==> src/rtl/countdown_time_setter_if.sv <==
// Commit/display bus between the time setter and the countdown/display logic.
// The setter drives every signal; consumers watch load and time_data.
interface countdown_time_setter_if;
   logic [5:0]  set_min;
   logic [5:0]  set_sec;
   logic        load;
   logic        editing;
   logic [31:0] time_data;

   modport master (
      output set_min,
      output set_sec,
      output load,
      output editing,
      output time_data
   );

   modport slave (
      input set_min,
      input set_sec,
      input load,
      input editing,
      input time_data
   );
endinterface

==> src/rtl/countdown_time_setter.sv <==
// Button-driven minutes:seconds editor for the countdown timers.
// Debounces four buttons, auto-repeats up/down, edits a working copy of the
// time and commits it with a one-cycle load strobe. Also drives the packed
// BCD display word, blanking the field under edit on the blink off phase.
module countdown_time_setter #(
   parameter int DEBOUNCE_CYC      = 2_000_000,
   parameter int REPEAT_DELAY_CYC  = 50_000_000,
   parameter int REPEAT_PERIOD_CYC = 10_000_000,
   parameter int BLINK_CYC         = 50_000_000,
   parameter int DEF_MIN           = 3,
   parameter int DEF_SEC           = 0,
   parameter int MAX_MIN           = 59
) (
   input  logic                     clk,
   input  logic                     rst,
   input  logic                     enable,
   input  logic                     btn_up,
   input  logic                     btn_down,
   input  logic                     btn_sel,
   input  logic                     btn_ok,
   countdown_time_setter_if.master  setBus
);

   localparam int DW = $clog2(DEBOUNCE_CYC + 1);
   localparam int RW = $clog2(REPEAT_DELAY_CYC + 1);
   localparam int BW = $clog2(BLINK_CYC + 1);

   localparam logic [DW-1:0] DEB_LAST   = DW'(DEBOUNCE_CYC - 1);
   localparam logic [RW-1:0] REP_FIRE   = RW'(REPEAT_DELAY_CYC);
   // After a repeat fires, the counter restarts so the next fire lands one
   // repeat period later.
   localparam logic [RW-1:0] REP_RELOAD = RW'(REPEAT_DELAY_CYC - REPEAT_PERIOD_CYC + 1);
   localparam logic [BW-1:0] BLINK_LAST = BW'(BLINK_CYC - 1);

   localparam logic [5:0] MIN_TOP = 6'(MAX_MIN);
   localparam logic [5:0] SEC_TOP = 6'd59;
   localparam logic [5:0] DEF_M   = 6'(DEF_MIN);
   localparam logic [5:0] DEF_S   = 6'(DEF_SEC);

   typedef enum logic [1:0] {
      IDLE     = 2'd0,
      EDIT_MIN = 2'd1,
      EDIT_SEC = 2'd2,
      COMMIT   = 2'd3
   } state_t;

   // Bit order of the button vectors: 0 up, 1 down, 2 sel, 3 ok.
   logic [3:0]    w_raw;
   logic [3:0]    r_level;
   logic [3:0]    r_levelD;
   logic [DW-1:0] r_debCnt [4];
   logic [3:0]    w_press;

   logic [RW-1:0] r_repCntUp;
   logic [RW-1:0] r_repCntDown;
   logic          w_repUp;
   logic          w_repDown;
   logic          w_bothHeld;
   logic          w_upEv;
   logic          w_downEv;
   logic          w_selEv;
   logic          w_okEv;

   state_t        r_state;
   state_t        w_nextState;
   logic [5:0]    r_workMin;
   logic [5:0]    r_workSec;
   logic [5:0]    w_nextWorkMin;
   logic [5:0]    w_nextWorkSec;
   logic [5:0]    r_setMin;
   logic [5:0]    r_setSec;
   logic          r_load;
   logic          w_commit;
   logic          w_blinkRestart;

   logic [BW-1:0] r_blinkCnt;
   logic          r_blinkOn;

   logic          w_editing;
   logic [31:0]   w_timeNext;
   logic [31:0]   r_timeData;

   function automatic logic [31:0] packTime(input logic [5:0] m, input logic [5:0] s);
      packTime = {8'h00, 4'hF, 4'(m / 6'd10), 4'(m % 6'd10),
                  4'hF, 4'(s / 6'd10), 4'(s % 6'd10)};
   endfunction

   assign w_raw = {btn_ok, btn_sel, btn_down, btn_up};

   // Debounce each button: the level flips only after the raw input has
   // disagreed with it for DEBOUNCE_CYC consecutive cycles.
   always_ff @(posedge clk or negedge rst) begin
      if (!rst) begin
         r_level  <= '0;
         r_levelD <= '0;
         for (int i = 0; i < 4; i++) r_debCnt[i] <= '0;
      end else begin
         r_levelD <= r_level;
         for (int i = 0; i < 4; i++) begin
            if (w_raw[i] == r_level[i]) begin
               r_debCnt[i] <= '0;
            end else if (r_debCnt[i] == DEB_LAST) begin
               r_level[i]  <= w_raw[i];
               r_debCnt[i] <= '0;
            end else begin
               r_debCnt[i] <= r_debCnt[i] + 1'b1;
            end
         end
      end
   end

   assign w_press = r_level & ~r_levelD;

   // Hold counters for up/down auto-repeat; releasing the button clears them.
   always_ff @(posedge clk or negedge rst) begin
      if (!rst) begin
         r_repCntUp   <= '0;
         r_repCntDown <= '0;
      end else begin
         if (!r_level[0])                r_repCntUp <= '0;
         else if (r_repCntUp == REP_FIRE) r_repCntUp <= REP_RELOAD;
         else                            r_repCntUp <= r_repCntUp + 1'b1;

         if (!r_level[1])                  r_repCntDown <= '0;
         else if (r_repCntDown == REP_FIRE) r_repCntDown <= REP_RELOAD;
         else                              r_repCntDown <= r_repCntDown + 1'b1;
      end
   end

   assign w_repUp    = r_level[0] && (r_repCntUp == REP_FIRE);
   assign w_repDown  = r_level[1] && (r_repCntDown == REP_FIRE);
   // Holding up and down together is ambiguous, so neither one steps.
   assign w_bothHeld = r_level[0] & r_level[1];
   assign w_upEv     = (w_press[0] | w_repUp)   & ~w_bothHeld;
   assign w_downEv   = (w_press[1] | w_repDown) & ~w_bothHeld;
   assign w_selEv    = w_press[2];
   assign w_okEv     = w_press[3];

   // Next state and working values; abort beats ok, ok beats sel, sel beats steps.
   always_comb begin
      w_nextState    = r_state;
      w_nextWorkMin  = r_workMin;
      w_nextWorkSec  = r_workSec;
      w_commit       = 1'b0;
      w_blinkRestart = 1'b0;
      case (r_state)
         IDLE: begin
            if (enable) begin
               w_nextState   = EDIT_MIN;
               w_nextWorkMin = r_setMin;
               w_nextWorkSec = r_setSec;
            end
         end
         EDIT_MIN: begin
            if (!enable) begin
               w_nextState = IDLE;
            end else if (w_okEv) begin
               w_nextState = COMMIT;
               w_commit    = 1'b1;
            end else if (w_selEv) begin
               w_nextState    = EDIT_SEC;
               w_blinkRestart = 1'b1;
            end else if (w_upEv) begin
               w_nextWorkMin  = (r_workMin >= MIN_TOP) ? 6'd0 : r_workMin + 6'd1;
               w_blinkRestart = 1'b1;
            end else if (w_downEv) begin
               w_nextWorkMin  = (r_workMin == 6'd0) ? MIN_TOP : r_workMin - 6'd1;
               w_blinkRestart = 1'b1;
            end
         end
         EDIT_SEC: begin
            if (!enable) begin
               w_nextState = IDLE;
            end else if (w_okEv) begin
               w_nextState = COMMIT;
               w_commit    = 1'b1;
            end else if (w_selEv) begin
               w_nextState    = EDIT_MIN;
               w_blinkRestart = 1'b1;
            end else if (w_upEv) begin
               w_nextWorkSec  = (r_workSec >= SEC_TOP) ? 6'd0 : r_workSec + 6'd1;
               w_blinkRestart = 1'b1;
            end else if (w_downEv) begin
               w_nextWorkSec  = (r_workSec == 6'd0) ? SEC_TOP : r_workSec - 6'd1;
               w_blinkRestart = 1'b1;
            end
         end
         COMMIT: begin
            w_nextState = IDLE;
         end
         default: begin
            w_nextState = IDLE;
         end
      endcase
   end

   // State, working copy and committed value; load rises with the new value.
   always_ff @(posedge clk or negedge rst) begin
      if (!rst) begin
         r_state   <= IDLE;
         r_workMin <= DEF_M;
         r_workSec <= DEF_S;
         r_setMin  <= DEF_M;
         r_setSec  <= DEF_S;
         r_load    <= 1'b0;
      end else begin
         r_state   <= w_nextState;
         r_workMin <= w_nextWorkMin;
         r_workSec <= w_nextWorkSec;
         r_load    <= w_commit;
         if (w_commit) begin
            r_setMin <= r_workMin;
            r_setSec <= r_workSec;
         end
      end
   end

   // Free-running blink phase, forced back on by any edit so changes show at once.
   always_ff @(posedge clk or negedge rst) begin
      if (!rst) begin
         r_blinkCnt <= '0;
         r_blinkOn  <= 1'b1;
      end else if (w_blinkRestart) begin
         r_blinkCnt <= '0;
         r_blinkOn  <= 1'b1;
      end else if (r_blinkCnt == BLINK_LAST) begin
         r_blinkCnt <= '0;
         r_blinkOn  <= ~r_blinkOn;
      end else begin
         r_blinkCnt <= r_blinkCnt + 1'b1;
      end
   end

   assign w_editing = (r_state == EDIT_MIN) || (r_state == EDIT_SEC);

   // Display word: working value while editing, committed value otherwise,
   // with the selected field replaced by the blank code during the off phase.
   always_comb begin
      w_timeNext = w_editing ? packTime(r_workMin, r_workSec)
                             : packTime(r_setMin, r_setSec);
      if (w_editing && !r_blinkOn) begin
         if (r_state == EDIT_MIN) w_timeNext[19:12] = 8'hEE;
         else                     w_timeNext[7:0]   = 8'hEE;
      end
   end

   // Register the display word so it trails working-register changes by one cycle.
   always_ff @(posedge clk or negedge rst) begin
      if (!rst) r_timeData <= packTime(DEF_M, DEF_S);
      else      r_timeData <= w_timeNext;
   end

   assign setBus.set_min   = r_setMin;
   assign setBus.set_sec   = r_setSec;
   assign setBus.load      = r_load;
   assign setBus.editing   = w_editing;
   assign setBus.time_data = r_timeData;

endmodule

==> src/flat_wrapper.sv <==
// flat-port wrapper written by rule: the top's interface ports become plain ports
module countdown_time_setter_flat 
#(
   parameter int DEBOUNCE_CYC      = 2_000_000,
   parameter int REPEAT_DELAY_CYC  = 50_000_000,
   parameter int REPEAT_PERIOD_CYC = 10_000_000,
   parameter int BLINK_CYC         = 50_000_000,
   parameter int DEF_MIN           = 3,
   parameter int DEF_SEC           = 0,
   parameter int MAX_MIN           = 59
)
  (clk, rst, enable, btn_up, btn_down, btn_sel, btn_ok, setBus_set_min, setBus_set_sec, setBus_load, setBus_editing, setBus_time_data);
  countdown_time_setter_if setBus_i ();
  input  logic clk;
  input  logic rst;
  input  logic enable;
  input  logic btn_up;
  input  logic btn_down;
  input  logic btn_sel;
  input  logic btn_ok;
  output wire logic [$bits(setBus_i.set_min)-1:0] setBus_set_min;
  output wire logic [$bits(setBus_i.set_sec)-1:0] setBus_set_sec;
  output wire logic [$bits(setBus_i.load)-1:0] setBus_load;
  output wire logic [$bits(setBus_i.editing)-1:0] setBus_editing;
  output wire logic [$bits(setBus_i.time_data)-1:0] setBus_time_data;
  assign setBus_set_min = setBus_i.set_min;
  assign setBus_set_sec = setBus_i.set_sec;
  assign setBus_load = setBus_i.load;
  assign setBus_editing = setBus_i.editing;
  assign setBus_time_data = setBus_i.time_data;
  countdown_time_setter #(.DEBOUNCE_CYC(DEBOUNCE_CYC), .REPEAT_DELAY_CYC(REPEAT_DELAY_CYC), .REPEAT_PERIOD_CYC(REPEAT_PERIOD_CYC), .BLINK_CYC(BLINK_CYC), .DEF_MIN(DEF_MIN), .DEF_SEC(DEF_SEC), .MAX_MIN(MAX_MIN)) u_core (.clk(clk), .rst(rst), .enable(enable), .btn_up(btn_up), .btn_down(btn_down), .btn_sel(btn_sel), .btn_ok(btn_ok), .setBus(setBus_i));
endmodule
==> config.mk <==
export PLATFORM = sky130hd
export DESIGN_NAME = countdown_time_setter_flat
export DESIGN_NICKNAME = d
export VERILOG_FILES = /design/src/rtl/countdown_time_setter_if.sv /design/src/rtl/countdown_time_setter.sv /design/src/flat_wrapper.sv
export SDC_FILE = /design/constraint.sdc
export NUM_CORES = 1
export LEC_CHECK = 0
export ABC_AREA = 0
export CELL_PAD_IN_SITES_DETAIL_PLACEMENT = 1
export CELL_PAD_IN_SITES_GLOBAL_PLACEMENT = 2
export CORE_ASPECT_RATIO = 0.5
export CORE_MARGIN = 1.5
export CORE_UTILIZATION = 35
export CTS_CLUSTER_DIAMETER = 50
export CTS_CLUSTER_SIZE = 12
export DETAILED_ROUTE_END_ITERATION = 6
export PLACE_DENSITY_LB_ADDON = 0.05
export REMOVE_ABC_BUFFERS = 1
export SLEW_MARGIN = 25
export SYNTH_ARGS = -nofsm -noshare
export SYNTH_HDL_FRONTEND = slang
export SYNTH_SLANG_ARGS = --single-unit
==> constraint.sdc <==
create_clock -name clk -period 2.95 [get_ports clk]
set_input_delay 0.59 -clock clk [delete_from_list [all_inputs] [get_ports clk]]
set_output_delay 0.59 -clock clk [all_outputs]
set_load 0.02 [all_outputs]
==> impl_metrics.yaml, run 1 <==
finish:
  fin_nets: 1301
  fillers: 3604
  final_layout_size_suffix_gt1_share_pct: 11.0
  area_growth_pct: 17.9
  n_antenna_cell: 0
  final_cell_area_um2: 13400
route:
  routed_wl_um: 27600
  drtIter0Drc: 389
  drc: 0
  viasPerCell: 5.09
  routedWlPerCell_um: 16.1
  ant_nets: 0
  vias: 8747
  firstDrtPassIters: 4
run_status:
  outcome: "finished, final reports clean"
placement:
  dpl_cell_area_um2: 12400
  gp_congestion: 0.799
  numPortBuffers: 36
  dp_hpwl_um: 19200
global_routing:
  grt_pass1_wl_um: 47100
  antenna_found_initial: 0
  track_usage_pct: 17.0
  grt_pass1_vias: 9165
  grt_overflow_total: 0
  grt_max_degree: 74
worst_setup_path:
  cp_slowest_cell: "or4b_1"
  crit_type: "reg2reg"
  end_kind: "flip-flop"
  cp_data_required_time_ps: 3360
  critPathTopFamily: "simple AND/OR/NAND/NOR gates"
  critPathMaxStageDelay_ps: 480
  crit_fanout: 21
  crit_arrival_ps: 3210
  critPathBufInv: 1
  path_cells: "inv_1 > ha_1 > or4b_1 > or4_4 > o22a_4 > a21oi_1 > or2_2 > mux2_2"
  critPathLaunchType: "flip-flop"
clock_network:
  clkSinkCount: 214
  postCtsSetupRepairBufs: 0
  clockBufferDepth: 3
  htreeDepth: 1
  path_clk_slew_ps: 60
  cts_hold_buf: 0
  clkLatencyLatePin_ps: 530
  cts_tree: "built"
  cts_made_buffers: 26
  root_buffer: "clkbuf_16"
floorplan:
  die-area_um2: 33600
  die_y_um: 130
  start_util_pct: 35.7
  num_rows: 46
  die_w_um: 258
  core_um2: 31800
  ioPinCount: 53
power:
  power_leakage_nw: 5.59
  ir_worst_vdd_uv: 336
  p_per_area_nw_per_um2: 658
run:
  maxCapViolations: 0
timing:
  fin_skew_ps: 12.4
  tightest_slew_ps: 814
  finalCritPeriodShare_pct: 94.8
  holdWs_ps: 1.48
  final-setup-viol-count: 0
  fin_crit_ps: 2800
  fmax_mhz: 358
  max_slew_margin_pct: 45.3
  hold_viol: 0
  rsz0062_at_grt: "false"
  fin_tns_setup_ps: 0
  maxSlewViolCount: 0
yosys:
  synth_cells: 1202
  ys_types: 65
  ys_ff_latch: 214
  synth_warnings: 0
  synth-edff-count: 0
  synth_area_um2: 11400
  async_flop_share_pct: 100
  synth_ff_type: "dfrtp_1"
  syn_area_per_cell_um2: 9.46
  synth-seq-area-share_pct: 47.2
hold_path:
  min_path_type: "in2async"
[power breakdown]
group | internal [mW] | leakage [nW] | total [mW] | switching [mW]
logic | 0.995 | 2.23 | 2.22 | 1.22
registers | 3.09 | 2.92 | 3.21 | 0.121
clock network | 2.11 | 0.435 | 3.40 | 1.29
total | 6.19 | 5.59 | 8.83 | 2.63
[final timing paths]
path,start,to,slack [ps],cells after the start
setup / recovery,u_core.r_repCntUp[0]$_DFF_PN0_,u_core.r_workSec[0]$_DFFE_PN0P_,150,8
hold / removal,rst,u_core.r_repCntDown[5]$_DFF_PN0_,1,1
setup reg to reg,u_core.r_repCntUp[0]$_DFF_PN0_,u_core.r_workSec[0]$_DFFE_PN0P_,150,8
hold reg to reg,u_core.r_level[2]$_DFFE_PN0P_,u_core.r_levelD[2]$_DFF_PN0_,450,0
max in group asynchronous,rst,u_core.setBus.set_min[1]$_DFFE_PN1P_,2190,2
min in group clk,u_core.r_level[2]$_DFFE_PN0P_,u_core.r_levelD[2]$_DFF_PN0_,450,0
[cell families (layout without fill, tap and decap cells)]
kind of cell    after synthesis  in the layout  share of synthesized area [%]
simple gates                564            564                           24.4
flops                       214            214                           47.2
xor+xnor                    153            153                           11.8
compound gates              130            130                           7.53
buf+inv                      87            158                           3.63
mux                          30             30                           2.98
fa+ha+maj                    22             22                           2.42
other cells                   2             16                         0.0661
[worst register-to-register path: stages, from the launching register on]
cell,delay (ps)
dfrtp_1,430
inv_1,80
ha_1,130
or4b_1,480
or4_4,450
o22a_4,310
a21oi_1,190
or2_2,240
mux2_2,370
[registers in the layout, indices dropped and copies added, names as in the netlist]
register and flops:
u_core.r_blinkCnt 26, u_core.r_blinkOn 1, u_core.r_debCnt 84, u_core.r_level 4, u_core.r_levelD 4, u_core.r_repCntDown 26
u_core.r_repCntUp 26, u_core.r_state 2, u_core.r_workMin 6, u_core.r_workSec 6, u_core.setBus.load 1, u_core.setBus.set_min 6
u_core.setBus.set_sec 6, u_core.setBus.time_data 16
[placed cells by master, fill, tap and decap left out, types with 26 or more instances in the layout]
cell	instances
buf_4	38
clkbuf_16	27
clkdlybuf4s50_1	35
dfrtp_1	207
inv_1	31
nand2_1	87
nand3_1	84
nand4_1	35
nor2_1	202
nor3_1	26
o21ai_0	32
xnor2_1	69
xor2_1	84
[cell type report]
class,count,area (µm²),area share [%]
repair buffers,80,771,5.75
well taps,432,541,4.03
multi-input cells,915,5690,42.5
inverters,35,131,0.980
clock buffers,33,738,5.51
flip-flops and latches,214,5360,40.0
clock inverters,10,168,1.25
[metal layers]
layer	part of all wire [%]	GRT usage (%)
met4	1.5	3.13
met5	0	0
met1	51	23.9
met3	2.6	3.14
met2	45	27.6
[synth_stat cells (3+ instances only)]
| master | instances | area share [%] |
|---|---|---|
| o211ai_1 | 6 | 0.40 |
| buf_4 | 19 | 1.3 |
| clkbuf_1 | 26 | 0.86 |
| nor3_1 | 26 | 1.1 |
| dfrtp_1 | 207 | 46 |
| xnor2_1 | 69 | 5.3 |
| inv_1 | 35 | 1.2 |
| and3_1 | 24 | 1.3 |
| a21boi_0 | 11 | 0.73 |
| nand2_1 | 87 | 2.9 |
| o31ai_1 | 4 | 0.26 |
| a22oi_1 | 3 | 0.20 |
| and4_1 | 14 | 1.1 |
| o22a_1 | 3 | 0.23 |
| o21ai_0 | 33 | 1.5 |
| nor4bb_1 | 5 | 0.44 |
| or2_2 | 9 | 0.50 |
| nor4_1 | 14 | 0.77 |
| or3_1 | 7 | 0.39 |
| nor4b_1 | 9 | 0.69 |
| nand3b_1 | 4 | 0.26 |
| a31oi_1 | 13 | 0.72 |
| ha_1 | 22 | 2.4 |
| dfstp_2 | 7 | 1.6 |
| a21oi_1 | 22 | 0.97 |
| buf_2 | 6 | 0.26 |
| o22ai_1 | 8 | 0.44 |
| xor2_1 | 84 | 6.5 |
| nand2b_1 | 13 | 0.72 |
| nand3_1 | 84 | 3.7 |
| nor3b_1 | 7 | 0.46 |
| mux2i_1 | 8 | 0.70 |
| nand4_1 | 35 | 1.9 |
| nor2_1 | 202 | 6.7 |
| mux2_2 | 21 | 2.1 |
| and2_1 | 16 | 0.88 |
[stage by stage]
stage | setup WS, ps | util [%] | power (mW) | std cells
after detailed placement | -69.2 | 39.1 | 5.38 | 1676
after CTS | 22.8 | 42.0 | 8.91 | 1719
after global placement | 22.4 | 39.1 | 5.33 | 1676
after global routing | 7.63 | 42.1 | 9.34 | 1719
final | 154 | 42.1 | 8.83 | 1719
after floorplan | -581 | - | 4.54 | 1164
[what timing repair did]
item                                    4_1_cts  5_1_grt
pin swaps                                     1        5
hold endpoints to repair                      0        0
endpoints found under the setup margin        4        4
resized for setup                             3       14
Note: power is estimated with default switching activity, not from simulation.
==> inputs of run 2 (changes only) <==
--- a/config.mk
+++ b/config.mk
@@ -9,7 +9,6 @@
 export CELL_PAD_IN_SITES_DETAIL_PLACEMENT = 1
 export CELL_PAD_IN_SITES_GLOBAL_PLACEMENT = 2
 export CORE_ASPECT_RATIO = 0.5
-export CORE_MARGIN = 1.5
 export CORE_UTILIZATION = 35
 export CTS_CLUSTER_DIAMETER = 50
 export CTS_CLUSTER_SIZE = 12
==> run 2 against run 1 <==
Via count is 0.23% lower. Global-route usage is 0.61 points higher. Wire length is 2.3% higher. Combinational power is 5% higher. Die area is 1.2% lower. Sequential share of layout area is 0.46 points higher. Sequential power hardly changed. Worst setup slack worse by 40 ps. Critical endpoint is now u_core.setBus.time_data[3]$_DFF_PN0_.
==> impl_metrics.yaml, run 2 (synthesis gave the netlist of run 1 again) <==
run_status:
  outcome: "finished, final reports clean"
hold_path:
  min_path_type: "in2async"
worst_setup_path:
  cp_slowest_cell: "or3_1"
  r2r_slack_ps: 110
  critPathMaxStageDelay_ps: 380
  crit_type: "reg2reg"
  critPathLaunchType: "flip-flop"
  end_kind: "flip-flop"
  crit_fanout: 3
  path_cells: "inv_2 > ha_4 > mux2_2 > inv_2 > ha_1 > buf_4 > or3_1 > a21oi_2 > a211o_1 > and2_4 > ha_2 > o31a_1 > o21ai_0"
  cp_data_required_time_ps: 3340
  path_common_cell: "inv_2"
  crit_arrival_ps: 3230
timing:
  maxSlewViolCount: 0
  hold_viol: 0
  max_slew_margin_pct: 47.4
  fin_crit_ps: 2840
  tightest_slew_ps: 781
  fin_skew_ps: 19.2
  finalCritPeriodShare_pct: 96.1
  fmax_mhz: 353
  final-setup-viol-count: 0
floorplan:
  die_w_um: 257
  start_util_pct: 35.7
  die-area_um2: 33300
  ioPinCount: 53
  num_rows: 46
  core_um2: 31800
  die_y_um: 129
power:
  seq_power_share_pct: 38.4
  ir_worst_vdd_uv: 372
  p_sw_share_pct: 31.5
  p_int_mw: 5.71
  p_per_area_nw_per_um2: 629
  switchingPower_mw: 2.63
  combPwrFrac_pct: 27.8
  power_leakage_nw: 5.52
  p_clk_share_pct: 33.8
finish:
  largest_register: "u_core.r_debCnt"
  final_common_cell: "dfrtp_1"
  fin_nets: 1305
  final_layout_size_suffix_gt1_share_pct: 11.0
  largest_reg_flops: 84
  layoutNonFillerInstCount: 1719
  fillers: 3638
  area_growth_pct: 16.6
  final_cell_mix: "dfrtp_1 (207), nor2_1 (202), nand2_1 (87)"
  n_antenna_cell: 0
  final_cell_area_um2: 13300
clock_network:
  clkSinkCount: 214
  htreeDepth: 1
  cts_made_buffers: 24
  cts_hold_buf: 0
  clkLatencyLatePin_ps: 530
  cts_tree: "built"
  root_buffer: "clkbuf_16"
  clockBufferDepth: 3
  path_clk_slew_ps: 60
route:
  drtIter0Drc: 390
  ant_nets: 0
  routedWlPerCell_um: 16.4
  viasPerCell: 5.08
  drc: 0
  vias: 8727
  firstDrtPassIters: 4
  routed_wl_um: 28200
global_routing:
  grt_pass1_wl_um: 48500
  antenna_found_initial: 0
  grt_pass1_vias: 9181
  grt_max_degree: 68
  track_usage_pct: 17.6
  grt_overflow_total: 0
placement:
  gp_congestion: 0.820
  dp_hpwl_um: 19600
  placedCellCount: 1675
  dpl_cell_area_um2: 12400
  numPortBuffers: 36
run:
  maxCapViolations: 0
==> run 2: changes by cell type in the layout (fill, tap and decap cells not counted), sizes merged <==
cell / previous run / this run
buf: 45 / 51
bufinv: 4 / 1
clkbuf: 33 / 30
clkinv: 1 / 3
clkinvlp: 3 / 1
==> run 2: worst max-delay path: cells and delay by family, from the launching register on <==
kind	cells	cell delay, ps
and+or+nand+nor	2	520
buffers and inverters	3	280
DFF	1	360
muxes	1	360
adders and majority gates	3	700
AOI/OAI and AO/OA	4	480
==> run 2: through the flow <==
| step | util [%] | worst slack (ps) | power (mW) | setup TNS [ps] | hold WS, ps |
|---|---|---|---|---|---|
| after floorplan | - | -581 | 4.54 | -2330 | 294 |
| after global placement | 39.0 | 13.1 | 5.30 | 0 | 432 |
| after detailed placement | 39.0 | -141 | 5.35 | -189 | 443 |
| after CTS | 41.4 | 3.32 | 8.32 | 0 | 36.7 |
| after global routing | 41.6 | -27.3 | 8.82 | -27.3 | 66.6 |
| final | 41.6 | 114 | 8.34 | 0 | 38.2 |
==> run 2: worst paths after layout <==
path | to | startpoint | cells past startpoint
setup / recovery | u_core.setBus.time_data[3]$_DFF_PN0_ | u_core.r_state[1]$_DFFE_PN0P_ | 13
hold / removal | u_core.setBus.time_data[6]$_DFF_PN0_ | rst | 1
setup reg to reg | u_core.setBus.time_data[3]$_DFF_PN0_ | u_core.r_state[1]$_DFFE_PN0P_ | 13
hold reg to reg | u_core.r_levelD[2]$_DFF_PN0_ | u_core.r_level[2]$_DFFE_PN0P_ | 0
max in group asynchronous | u_core.r_debCnt[44]$_DFF_PN0_ | rst | 2
min in group clk | u_core.r_levelD[2]$_DFF_PN0_ | u_core.r_level[2]$_DFFE_PN0P_ | 0
==> run 2: final cells by class <==
type / instances / area [µm²] / area share, %
Timing Repair Buffer: 86 / 795 / 5.99
Inverter: 35 / 131 / 0.991
Tap cell: 432 / 541 / 4.08
Clock inverter: 7 / 85.1 / 0.642
Multi-Input combinational cell: 915 / 5720 / 43.1
Sequential cell: 214 / 5360 / 40.5
Clock buffer: 30 / 623 / 4.70
==> run 2: metal layers <==
layer	vias up	part of all wire [%]	track usage [%]
li1	4273	-	-
met1	4342	52	26.0
met2	82	44	27.4
met3	30	2.6	2.84
met4	0	1.2	3.08
met5	-	0	0
==> run 2: timing repair <==
action	in CTS	in global routing
buffers inserted	5	2
resized for setup	3	18
pin swaps	0	3
endpoints found under the setup margin	5	8
==> run 2: power by group through the flow <==
| stage | registers, mW | clock network [mW] | logic, mW |
|---|---|---|---|
| final | 3.20 | 2.82 | 2.32 |
| after global routing | 3.22 | 3.04 | 2.56 |
| after CTS | 3.20 | 2.94 | 2.18 |
| after detailed placement | 3.25 | 0 | 2.10 |
| after global placement | 3.25 | 0 | 2.05 |
| after floorplan | 3.35 | 0 | 1.19 |
